### config.mk
export PLATFORM = sky130hd
export DESIGN_NAME = cur_mb_fetch
export DESIGN_NICKNAME = d
export VERILOG_FILES = /design/src/rtl/cur_mb_fetch.sv
export SDC_FILE = /design/constraint.sdc
export NUM_CORES = 1
export LEC_CHECK = 0
export ABC_AREA = 0
export CORE_MARGIN = 5
export CORE_UTILIZATION = 55
export CTS_BUF_LIST = sky130_fd_sc_hd__clkbuf_2
export CTS_CLUSTER_SIZE = 28
export DETAILED_ROUTE_END_ITERATION = 10
export GPL_TIMING_DRIVEN = 0
export HOLD_SLACK_MARGIN = 0.03
export PLACE_DENSITY = 0.84
export SLEW_MARGIN = 30
export SYNTH_ARGS = -nofsm -noshare
export SYNTH_HDL_FRONTEND = slang
export SYNTH_SLANG_ARGS = --single-unit
### constraint.sdc
create_clock -name clk -period 8.65 [get_ports clk]
set_clock_uncertainty 0.05 [all_clocks]
set_input_delay 0.865 -clock clk [delete_from_list [all_inputs] [get_ports clk]]
set_output_delay 0.865 -clock clk [all_outputs]
set_load 0.02 [all_outputs]
### src/rtl/cur_mb_fetch.sv
`default_nettype none
// ============================================================================
//  Module   : cur_mb_fetch
//  Purpose  : Fetches one 4:2:0 planar macroblock (16 luma, 8 Cb, 8 Cr rows)
//             from external memory into the current-MB buffer on each start
//             pulse, then raises done for the top controller.
//  Revision : 1.0  initial release
// ============================================================================
module cur_mb_fetch #(
    parameter int PIC_W_MB_LEN = 8,
    parameter int PIC_H_MB_LEN = 8,
    parameter int ADDR_W       = 32,
    parameter int DATA_W       = 128,
    parameter int MAX_OUTST    = 4
) (
    input  logic                    clk,
    input  logic                    rst_n,
    input  logic                    start_i,
    input  logic [PIC_W_MB_LEN-1:0] mb_x_i,
    input  logic [PIC_H_MB_LEN-1:0] mb_y_i,
    input  logic [PIC_W_MB_LEN-1:0] x_total_i,
    input  logic [ADDR_W-1:0]       y_base_i,
    input  logic [ADDR_W-1:0]       cb_base_i,
    input  logic [ADDR_W-1:0]       cr_base_i,
    output logic                    rd_req_o,
    output logic [ADDR_W-1:0]       rd_addr_o,
    input  logic                    rd_ack_i,
    input  logic                    rd_valid_i,
    input  logic [DATA_W-1:0]       rd_data_i,
    output logic                    buf_wr_en_o,
    output logic [4:0]              buf_wr_addr_o,
    output logic [DATA_W-1:0]       buf_wr_data_o,
    output logic                    done_o,
    output logic                    busy_o,
    output logic                    start_err_o
);

    // Outstanding counter must hold 0..MAX_OUTST (MAX_OUTST <= 8).
    localparam int             OUT_W = 4;
    localparam logic [OUT_W-1:0] MAX_O = OUT_W'(MAX_OUTST);

    typedef enum logic [1:0] {
        S_IDLE  = 2'd0,
        S_CALC  = 2'd1,
        S_REQ   = 2'd2,
        S_DRAIN = 2'd3
    } state_t;

    state_t                  state;
    logic [PIC_W_MB_LEN-1:0] mb_x;
    logic [PIC_H_MB_LEN-1:0] mb_y;
    logic [PIC_W_MB_LEN-1:0] x_total;
    logic [ADDR_W-1:0]       y_base;
    logic [ADDR_W-1:0]       cb_base;
    logic [ADDR_W-1:0]       cr_base;
    logic [ADDR_W-1:0]       stride_y;
    logic [ADDR_W-1:0]       stride_c;
    logic [ADDR_W-1:0]       cb_row0;
    logic [ADDR_W-1:0]       cr_row0;
    logic [5:0]              req_cnt;
    logic [5:0]              rsp_cnt;
    logic [OUT_W-1:0]        outst;

    logic                    accept;
    logic                    beat;
    logic [OUT_W-1:0]        outst_nx;
    logic [ADDR_W-1:0]       mbs_per_row;
    logic [ADDR_W-1:0]       stride_y_calc;
    logic [ADDR_W-1:0]       stride_c_calc;
    logic [ADDR_W-1:0]       y_row0_calc;
    logic [ADDR_W-1:0]       cb_row0_calc;
    logic [ADDR_W-1:0]       cr_row0_calc;

    // Handshake qualification and the one-off row-0 address arithmetic used in CALC.
    always_comb begin
        accept        = rd_req_o & rd_ack_i;
        // Beats with nothing outstanding (or while idle) are strays, e.g. after a reset.
        beat          = rd_valid_i & (state != S_IDLE) & (outst != '0);
        outst_nx      = outst + OUT_W'(accept) - OUT_W'(beat);
        mbs_per_row   = ADDR_W'(x_total) + ADDR_W'(1);
        stride_y_calc = mbs_per_row << 4;
        stride_c_calc = mbs_per_row << 3;
        y_row0_calc   = y_base  + ((ADDR_W'(mb_y) * stride_y_calc) << 4) + (ADDR_W'(mb_x) << 4);
        cb_row0_calc  = cb_base + ((ADDR_W'(mb_y) * stride_c_calc) << 3) + (ADDR_W'(mb_x) << 3);
        cr_row0_calc  = cr_base + ((ADDR_W'(mb_y) * stride_c_calc) << 3) + (ADDR_W'(mb_x) << 3);
    end

    // Control FSM, request address walk, response counting and buffer write port.
    always_ff @(posedge clk or negedge rst_n) begin
        if (!rst_n) begin
            state         <= S_IDLE;
            mb_x          <= '0;
            mb_y          <= '0;
            x_total       <= '0;
            y_base        <= '0;
            cb_base       <= '0;
            cr_base       <= '0;
            stride_y      <= '0;
            stride_c      <= '0;
            cb_row0       <= '0;
            cr_row0       <= '0;
            req_cnt       <= '0;
            rsp_cnt       <= '0;
            outst         <= '0;
            rd_req_o      <= 1'b0;
            rd_addr_o     <= '0;
            buf_wr_en_o   <= 1'b0;
            buf_wr_addr_o <= '0;
            buf_wr_data_o <= '0;
            done_o        <= 1'b0;
            busy_o        <= 1'b0;
            start_err_o   <= 1'b0;
        end else begin
            outst       <= outst_nx;
            buf_wr_en_o <= beat;
            if (beat) begin
                buf_wr_addr_o <= rsp_cnt[4:0];
                buf_wr_data_o <= rd_data_i;
                rsp_cnt       <= rsp_cnt + 6'd1;
            end

            if (start_i && (state != S_IDLE)) begin
                start_err_o <= 1'b1;
            end

            case (state)
                S_IDLE: begin
                    if (start_i) begin
                        mb_x    <= mb_x_i;
                        mb_y    <= mb_y_i;
                        x_total <= x_total_i;
                        y_base  <= y_base_i;
                        cb_base <= cb_base_i;
                        cr_base <= cr_base_i;
                        req_cnt <= '0;
                        rsp_cnt <= '0;
                        done_o  <= 1'b0;
                        busy_o  <= 1'b1;
                        state   <= S_CALC;
                    end
                end
                S_CALC: begin
                    stride_y  <= stride_y_calc;
                    stride_c  <= stride_c_calc;
                    cb_row0   <= cb_row0_calc;
                    cr_row0   <= cr_row0_calc;
                    rd_addr_o <= y_row0_calc;
                    rd_req_o  <= 1'b1;
                    state     <= S_REQ;
                end
                S_REQ: begin
                    if (accept) begin
                        req_cnt <= req_cnt + 6'd1;
                        // Plane switches jump to the stored row-0 address; otherwise step by stride.
                        case (req_cnt)
                            6'd15:   rd_addr_o <= cb_row0;
                            6'd23:   rd_addr_o <= cr_row0;
                            default: rd_addr_o <= rd_addr_o + ((req_cnt < 6'd16) ? stride_y : stride_c);
                        endcase
                    end
                    if (accept && (req_cnt == 6'd31)) begin
                        rd_req_o <= 1'b0;
                        state    <= S_DRAIN;
                    end else begin
                        rd_req_o <= (outst_nx < MAX_O);
                    end
                end
                S_DRAIN: begin
                    if (rsp_cnt == 6'd32) begin
                        busy_o <= 1'b0;
                        done_o <= 1'b1;
                        state  <= S_IDLE;
                    end
                end
                default: state <= S_IDLE;
            endcase
        end
    end

endmodule
`default_nettype wire

Word level (Yosys, flattened, before mapping)
Index checks and enable logic that the tools add are counted. Widths: inputs -> output; s select.

Register bits after elaboration: 429. Latch bits: 0. RAM bits: 0. ROM bits: 0. Input bits: 253. Output and inout bits: 170. Word-level logic and storage cells: 87. Memories: 0.

$add $sub $neg: 12. Multipliers: 2. Divide/modulo/power cells: 0. Magnitude comparators: 2. Equal/unequal tests: 11. Shifts and indexed selects: 0. Mux-type cells: 22. Bitwise operators: 3. Reduce and logical (&&, ||, !) cells: 13.

Operators by type and width (number): $pmux 32 s2 (2); $add 32x11->32 (2); $add 32x32->32 (2); $mux 32 (2); $mul 8x9->17 (2); $add 32x12->32 (1); $add 32x23->32 (1); $add 32x25->32 (1); $mux 6 (5); $add 6x1->6 const B (2); $eq 6x5->1 const B (2); $pmux 6 s2 (1); $add 8x1->9 const B (1); $reduce_and 3->1 (3); $ne 2x2->1 const B (4); $pmux 2 s4 (1); $reduce_bool 2->1 (4); $eq 6x4->1 const B (1); $eq 6x6->1 const B (1); $lt 6x5->1 const B (1); $mux 2 (3); $pmux 1 s2 (3); $mux 1 (5); $add 4x1->4 (1); other kinds (9) (14).

Longest topological paths before layout
Gate-level depths: netlist (run 1).

Word-level depth: 7. Depth in mapped cells: 29. Mapped depth without buffers: 29.

Worst setup path after synthesis (run 1)
OpenSTA, ideal clock, no wires.

Path type: reg-to-reg. Start point: reg x_total[0]. End point: reg cr_row0[24]. Library setup time: 0.125 ns. Data arrival time: 6.769 ns. Required time: 8.475 ns. Slack: 1.707 ns. Stages on the path, launching flop included: 27. Path buffers: 0. Period minus slack after synthesis: 6.943 ns. Cell sequence: dfrtp_1 -> ha_1 -> nand3_1 -> nor2_1 -> xnor2_1 -> nor2b_1 -> fa_1 -> fa_1 -> fa_1 -> inv_1 -> fa_1 -> inv_1 -> ha_1 -> and3_1 -> nand3_1 -> and3_1 -> or3_1 -> xnor2_1 -> ha_1 -> ha_1 -> a21o_1 -> a21o_1 -> a221oi_1 -> nor2b_1 -> a211oi_2 -> xnor2_1 -> mux2_2.

Longest elaborated chain between the ends: 4.

RTL lines: start: declaration (line 52) `logic [PIC_W_MB_LEN-1:0] x_total;`; start signal: assignment (line 131) `x_total <= x_total_i;`; $add 8x1->9 (line 80) `mbs_per_row = ADDR_W'(x_total) + ADDR_W'(1);`; $mul 8x9->17 (line 85) `cr_row0_calc = cr_base + ((ADDR_W'(mb_y) * stride_c_calc) << 3) + (ADDR_W'(mb_x) << 3);`; $add 32x23->32 (line 85); $add 32x11->32 (line 85); end signal: assignment (line 146) `cr_row0 <= cr_row0_calc;`; end: declaration (line 59) `logic [ADDR_W-1:0] cr_row0;`.

No other way between the ends. A chain may end at the register's enable or synchronous reset.

Final worst setup path (run 1)
Start point: reg x_total[0]. End point: reg cr_row0[26].

The elaborated chain is that of the path after synthesis.

==> metrics.csv, run 1 <==
stage;metric;value;unit
placement;PortBufs;422;
worst_setup_path;crit end category;register;
floorplanning;IO Pins;423;
global_route;aggregate global routing overflow;0;
logic_synthesis;unique cell type count in the Yosys netlist;71;
sta;Max Slew Vio Count;0;
logic_synthesis;predominant post-synthesis flop cell;dfrtp_1;
logic_synthesis;cell taking the most area after synthesis;dfrtp_1;
drt;drt wl/cell;22.46;um
worst_setup_path;Critical Path Max Stage Delay;0.68;ns
layout;fraction of layout cells with a size suffix above 1;12.65;%
cts;Clock Root Buffer;clkbuf_2;
global_route;largest net degree at the start of global routing;85;
placement;hpwl dp;59.25;mm
layout;fin area;28510;um^2
logic_synthesis;flops & latches, synth;381;
floorplanning;core area;40740;um^2
cts;total CTS buffers;99;
drt;via count;19510;
drt;# DRC;0;
cts;Clock transition at path regs;0.11;ns
sta;final worst path period share;95.44;%
drt;initial DRC count;1519;
logic_synthesis;Net Count, Synth;2733;
worst_hold_path;Hold Path Class;input port to async pin;
placement;GPL Wtd Cong;0.9768;
run_status;status;complete, no violations;
drt;First-pass DRT Iterations;5;
run;max_cap viols;0;
global_route;GRT Overall Usage;33.68;%
cts;Worst-Skew Late Latency;1.16;ns
cts;CTS tree;built;
drt;Post-DRT Antenna Nets;0;
cts;# H-tree levels;3;
sta;RSZ-0062 raised after global routing;no;
worst_setup_path;critical path's slowest cell;xor2_1;
logic_synthesis;Synth top area share;42.29;%
worst_setup_path;Worst Path Arrival;9.20;ns
global_route;vias in the first global route;20710;
cts;Post CTS Setup Buffer Count;0;
worst_setup_path;Worst EP required;9.60;ns
layout;fin nets;3262;
logic_synthesis;post-synthesis sequential area ratio;42.29;%
floorplanning;Die X;212.5;um
placement;pre-CTS setup slack;0.4173;ns
logic_synthesis;syn avg cell area;10.02;um^2
floorplanning;row count;74;
sta;maximum clock frequency;121.1;MHz
global_route;first-pass GRT wire length;116.9;mm
placement;placed instance area;27580;um^2
sta;PnR worst setup slack;0.3945;ns
logic_synthesis;Mapped Cells;2251;
floorplanning;Initial Utilization;55.34;%
logic_synthesis;Post-synth ARST share;100.0;%
sta;Fin Hold WS;0.1227;ns
layout;Syn-to-layout area delta;26.44;%
sta;actual slew at the worst max-slew pin;0.9939;ns
cts;clk buf depth;3;
worst_setup_path;CP startpoint kind;register;
logic_synthesis;Post-synth EDFFs;0;
sta;Fin. Hold Viols;0;
floorplanning;Die Ht;212.5;um
drt;via-per-instance ratio;5.746;
logic_synthesis;synthesized area;22550;um^2
worst_setup_path;Max FO, Critical Path;9;
sta;minimum clock period;8.255;ns
logic_synthesis;Yosys warning total;0;
logic_synthesis;synth top area cells;dfrtp_1 (42%), mux2_2 (9.4%), ha_1 (9.3%);
drt;overall routed net length;76.26;mm
cts;clock sink total;381;
worst_setup_path;critical path class;register to register;
global_route;initial antenna violation count;14;
sta;Final Setup Violations;0;
sta;Slew HR;33.50;%
floorplanning;Die ar.;45140;um^2
-- repair_timing --
action / 4_1_cts / 5_1_grt
endpoints found under the setup margin: 0 / 2
hold buffers: 1 / 0
resized for setup: 0 / 1
endpoints found under the hold margin: 175 / 0
-- layout make-up --
type	instances	area, um^2
antenna	11	27.53
buffer	88	332.8
clock buffer	141	705.7
clock inverter	33	175.2
fill	3111	12230
inverter	144	540.5
multi-input combinational	1638	12150
sequential	381	9534
tap	532	665.6
timing repair buffer	428	4377
-- critical path: cells and delay by family (launching register included) --
family                     cells  cell delay, ns
buffers and inverters          3            0.15
DFF                            1            0.42
xor gates and xnor gates       3            1.40
adders and majority gates      8            3.32
and+or+nand+nor                9            1.58
AOI/OAI and AO/OA              5            1.22
-- registers in the layout, summed over array words and instances, names as in the netlist, 9 cells and up --
| register | cells |
|---|---|
| cb_base | 32 |
| cr_base | 32 |
| cb_row0 | 32 |
| rd_addr_o | 32 |
| cr_row0 | 32 |
| buf_wr_data_o | 128 |
| y_base | 32 |
| stride_y | 9 |
-- logic make-up (layout without fill, tap and decap cells) --
logic type	Yosys count	after routing	synth area share, %
buffers and inverters	232	834	3.863
other	0	11	0
AND/OR/NAND/NOR	728	728	14.22
multiplexers	190	190	9.479
XOR/XNOR	103	103	4.001
AO/OA/AOI/OAI	388	388	11.40
adder cells (fa/ha/maj)	229	229	14.74
flip-flops	381	381	42.29
-- placed cells by master (no fill, tap or decap), types with 10 or more instances in the layout --
| cell type | instances |
|---|---|
| clkdlybuf4s50_1 | 421 |
| nand2_1 | 416 |
| dfrtp_1 | 381 |
| mux2_2 | 188 |
| ha_1 | 168 |
| inv_1 | 144 |
| clkbuf_2 | 143 |
| a21oi_1 | 112 |
| nor2_1 | 107 |
| clkbuf_1 | 79 |
| o21ai_0 | 76 |
| xnor2_1 | 68 |
| fa_1 | 61 |
| nor2b_1 | 52 |
| xor2_1 | 34 |
| a21o_1 | 33 |
| nor3_1 | 26 |
| nand3_1 | 25 |
| and2_1 | 24 |
| clkinv_1 | 24 |
| and3_1 | 21 |
| a221oi_1 | 18 |
| nand2b_1 | 14 |
| a211oi_1 | 13 |
| or3_1 | 12 |
| o21a_1 | 12 |
| nand4_1 | 12 |
| a22oi_1 | 12 |
| diode_2 | 11 |
| o21bai_1 | 11 |
| a31oi_1 | 10 |
-- metal layers --
metal / share of wire, % / track usage (%)
met1: 37 / 39.93
met2: 50 / 57.94
met3: 8.8 / 9.739
met4: 4.3 / 13.48
met5: 0.069 / 0
-- cells in the mapped netlist, drive strengths merged (3+ instances only) --
library cell	n
o311ai	8
or2	3
buf	7
a41oi	6
a22oi	12
a21o	33
a221oi	20
or3	12
dfrtp	381
o31ai	8
o22ai	5
nor3	26
o211ai	8
and2	24
a31o	5
and3	21
a21boi	3
nand4	12
fa	61
nor2b	52
o21bai	11
nand2	416
mux2	188
ha	168
a211o	5
and4	3
o41ai	6
a221o	7
nor3b	3
xnor2	69
a211oi	14
clkbuf	81
nor4	5
o21a	12
nand2b	14
o21ai	81
inv	144
xor2	34
a31oi	10
nor2	107
nand3	25
a21oi	112
-- metrics by stage --
| step | utilization (%) | TNS, ns | cells |
|---|---|---|---|
| 6_report | 69.97 | 0 | 3396 |
| 3_5_place_dp | 67.70 | 0 | 3210 |
| 4_1_cts | 69.89 | 0 | 3385 |
| 5_1_grt | 69.97 | 0 | 3395 |
| 3_3_place_gp | 67.34 | -3712.27 | 3205 |
| 2_1_floorplan | - | 0 | 2251 |
-- path summary, 6_finish.rpt --
check	from	to	slack (ns)	depth (start not counted)
min in group clk	y_base_i[3]	y_base[3]	0.18	3
worst max-delay path	x_total[0]	cr_row0[26]	0.39	28
worst min register to register	start_err_o	start_err_o	0.42	1
worst min-delay path	rst_n	y_base[28]	0.12	2
worst max register to register	x_total[0]	cr_row0[26]	0.39	28
max in group asynchronous	rst_n	buf_wr_data_o[53]	6.66	6
Power of run 1 is not shown: default switching activity piles up to over one toggle a cycle in this logic, so the estimate is an artifact.
==> inputs of run 2 (changes only) <==
Settings changed: CORE_UTILIZATION 55 to 56, GPL_TIMING_DRIVEN 0 to 1, PLACE_DENSITY 0.84 to 0.85, TNS_END_PERCENT set to 30.
Clock period 8.65 ns to 9.65 ns, I/O delays scaled along.
==> run 2 against run 1 <==
  * First-iteration DRC count down 11%
  * Register-to-register slack improved by 1.0 ns
  * Critical path depth shrank 3
  * Routed wire length decreased by 8.7%
  * Worst hold slack better by 0.19 ns
  * Sequential cell count did not move
  * Cell area down 1.0%
  * Final cell count down 2.7%
==> metrics.csv, run 2 (synthesized netlist as in run 1, its figures left out) <==
stage;metric;value;unit
global_route;aggregate global routing overflow;0;
floorplanning;Die Ht;210.6;um
worst_setup_path;Worst EP required;10.55;ns
placement;pre-CTS setup slack;1.596;ns
floorplanning;Initial Utilization;56.61;%
worst_hold_path;Hold Path Class;input port to register;
global_route;vias in the first global route;20240;
sta;Slew HR;35.34;%
global_route;first-pass GRT wire length;109.3;mm
layout;most frequent cells in the layout;clkdlybuf4s50_1 (421), nand2_1 (414), dfrtp_1 (381);
layout;fraction of layout cells with a size suffix above 1;13.53;%
cts;Clock transition at path regs;0.10;ns
worst_setup_path;critical path class;register to register;
cts;post_cts resized;0;
worst_setup_path;reg-to-reg endpoint;rd_addr_o[26];
worst_hold_path;Hold Crit Depth;3;
sta;final setup TNS;0;ns
sta;RSZ-0062 raised after global routing;no;
floorplanning;IO Pins;423;
worst_setup_path;Critical Path Max Stage Delay;0.63;ns
global_route;M2 GR Usage;52.87;%
cts;Clock Root Buffer;clkbuf_2;
sta;maximum clock frequency;121.2;MHz
cts;clk buf depth;3;
sta;Final Setup Violations;0;
drt;# DRC;0;
run_status;status;complete, no violations;
sta;final worst path period share;85.52;%
cts;Post CTS Setup Buffer Count;0;
floorplanning;Die X;210.6;um
worst_setup_path;FF-to-FF Start;x_total[0];
cts;cts hold-fix bufs;1;
drt;via-per-instance ratio;5.700;
placement;PortBufs;422;
layout;fin nets;3187;
global_route;largest net degree at the start of global routing;173;
worst_setup_path;CP startpoint;x_total[0];
global_route;GRT Overall Usage;31.03;%
drt;via count;18830;
sta;Fin. Hold Viols;0;
floorplanning;row count;73;
cts;total CTS buffers;100;
worst_setup_path;Reg2Reg Setup Slack;1.40;ns
global_route;initial antenna violation count;12;
floorplanning;core area;39820;um^2
drt;initial DRC count;1356;
floorplanning;Die ar.;44370;um^2
worst_setup_path;critical path's slowest cell;dfrtp_1;
cts;# H-tree levels;3;
worst_hold_path;Worst Hold Launch;cb_base_i[1];
sta;minimum clock period;8.253;ns
global_route;M3 GR Usage;9.000;%
run;max_cap viols;0;
drt;overall routed net length;69.65;mm
sta;Max Slew Vio Count;0;
worst_setup_path;Worst Path Arrival;9.15;ns
worst_setup_path;Reg2Reg Depth;25;
layout;Syn-to-layout area delta;25.12;%
drt;First-pass DRT Iterations;5;
cts;clock sink total;381;
placement;hpwl dp;52.59;mm
layout;max FFs per register;128;
cts;CTS tree;built;
drt;drt wl/cell;21.09;um
global_route;grt peak-use layer;met2;
worst_setup_path;Max FO, Critical Path;13;
layout;commonest non-fill, non-tap cell in the layout;clkdlybuf4s50_1;
sta;PnR worst setup slack;1.397;ns
placement;GPL Wtd Cong;0.9297;
layout;Biggest register;buf_wr_data_o;
drt;Post-DRT Antenna Nets;0;
worst_setup_path;crit end category;register;
cts;Worst-Skew Late Latency;1.13;ns
global_route;M1 GR Usage;37.09;%
sta;actual slew at the worst max-slew pin;0.9573;ns
worst_hold_path;hold path endpoint;cb_base[1];
worst_setup_path;CP startpoint kind;register;
## run 2: cell count changes in the layout (fill, tap and decap cells not counted), sizes merged
cell	change
clkbuf	-84
inv	-2
clkinv	-6
clkinvlp	-1
diode	+2
buf	+5
## run 2: cell type report
| type | count | area (um^2) |
|---|---|---|
| Clock buffer | 138 | 690.7 |
| Timing Repair Buffer | 440 | 4415 |
| Clock inverter | 24 | 137.6 |
| Fill cell | 2917 | 11610 |
| Multi-Input combinational cell | 1638 | 12200 |
| Inverter | 144 | 540.5 |
| Tap cell | 525 | 656.9 |
| Antenna cell | 13 | 32.53 |
| Sequential cell | 381 | 9534 |
## run 2: metrics by stage
stage          instance area [um^2]  hold slack, ns  utilization, %  instances
2_1_floorplan                 22550          0.3901               -       2251
3_3_place_gp                  27270          0.3940           68.47       3125
3_5_place_dp                  27280          0.4023           68.50       3125
4_1_cts                       28120          0.2167           70.60       3288
5_1_grt                       28210          0.2225           70.84       3303
6_report                      28210          0.3085           70.84       3303
## run 2: worst max-delay path by stage
stage	end	slack [ns]	cells past startpoint
after global placement	cr_row0[28]	1.79	28
final	rd_addr_o[26]	1.40	25
after global routing	cb_row0[31]	1.08	27
after floorplan	cr_row0[24]	2.71	26
after detailed placement	cr_row0[26]	1.60	28
after CTS	rd_addr_o[26]	1.54	25
## run 2: routing by layer
metal  up-vias  share of wire (%)
met5         -                  0
met1      9278                 39
met4         0                3.9
met2       724                 50
met3       169                8.0
li1       8656                  -
## run 2: worst max-delay path: cells and delay by family, from the launching register on
family                     cells  cell delay (ns)
xor gates and xnor gates       2             1.06
and+or+nand+nor                8             1.23
buffers and inverters          2             0.10
AOI/OAI and AO/OA              5             1.60
adders and majority gates      8             3.44
DFF                            1             0.63
Power of run 2 is left out for the same reason.
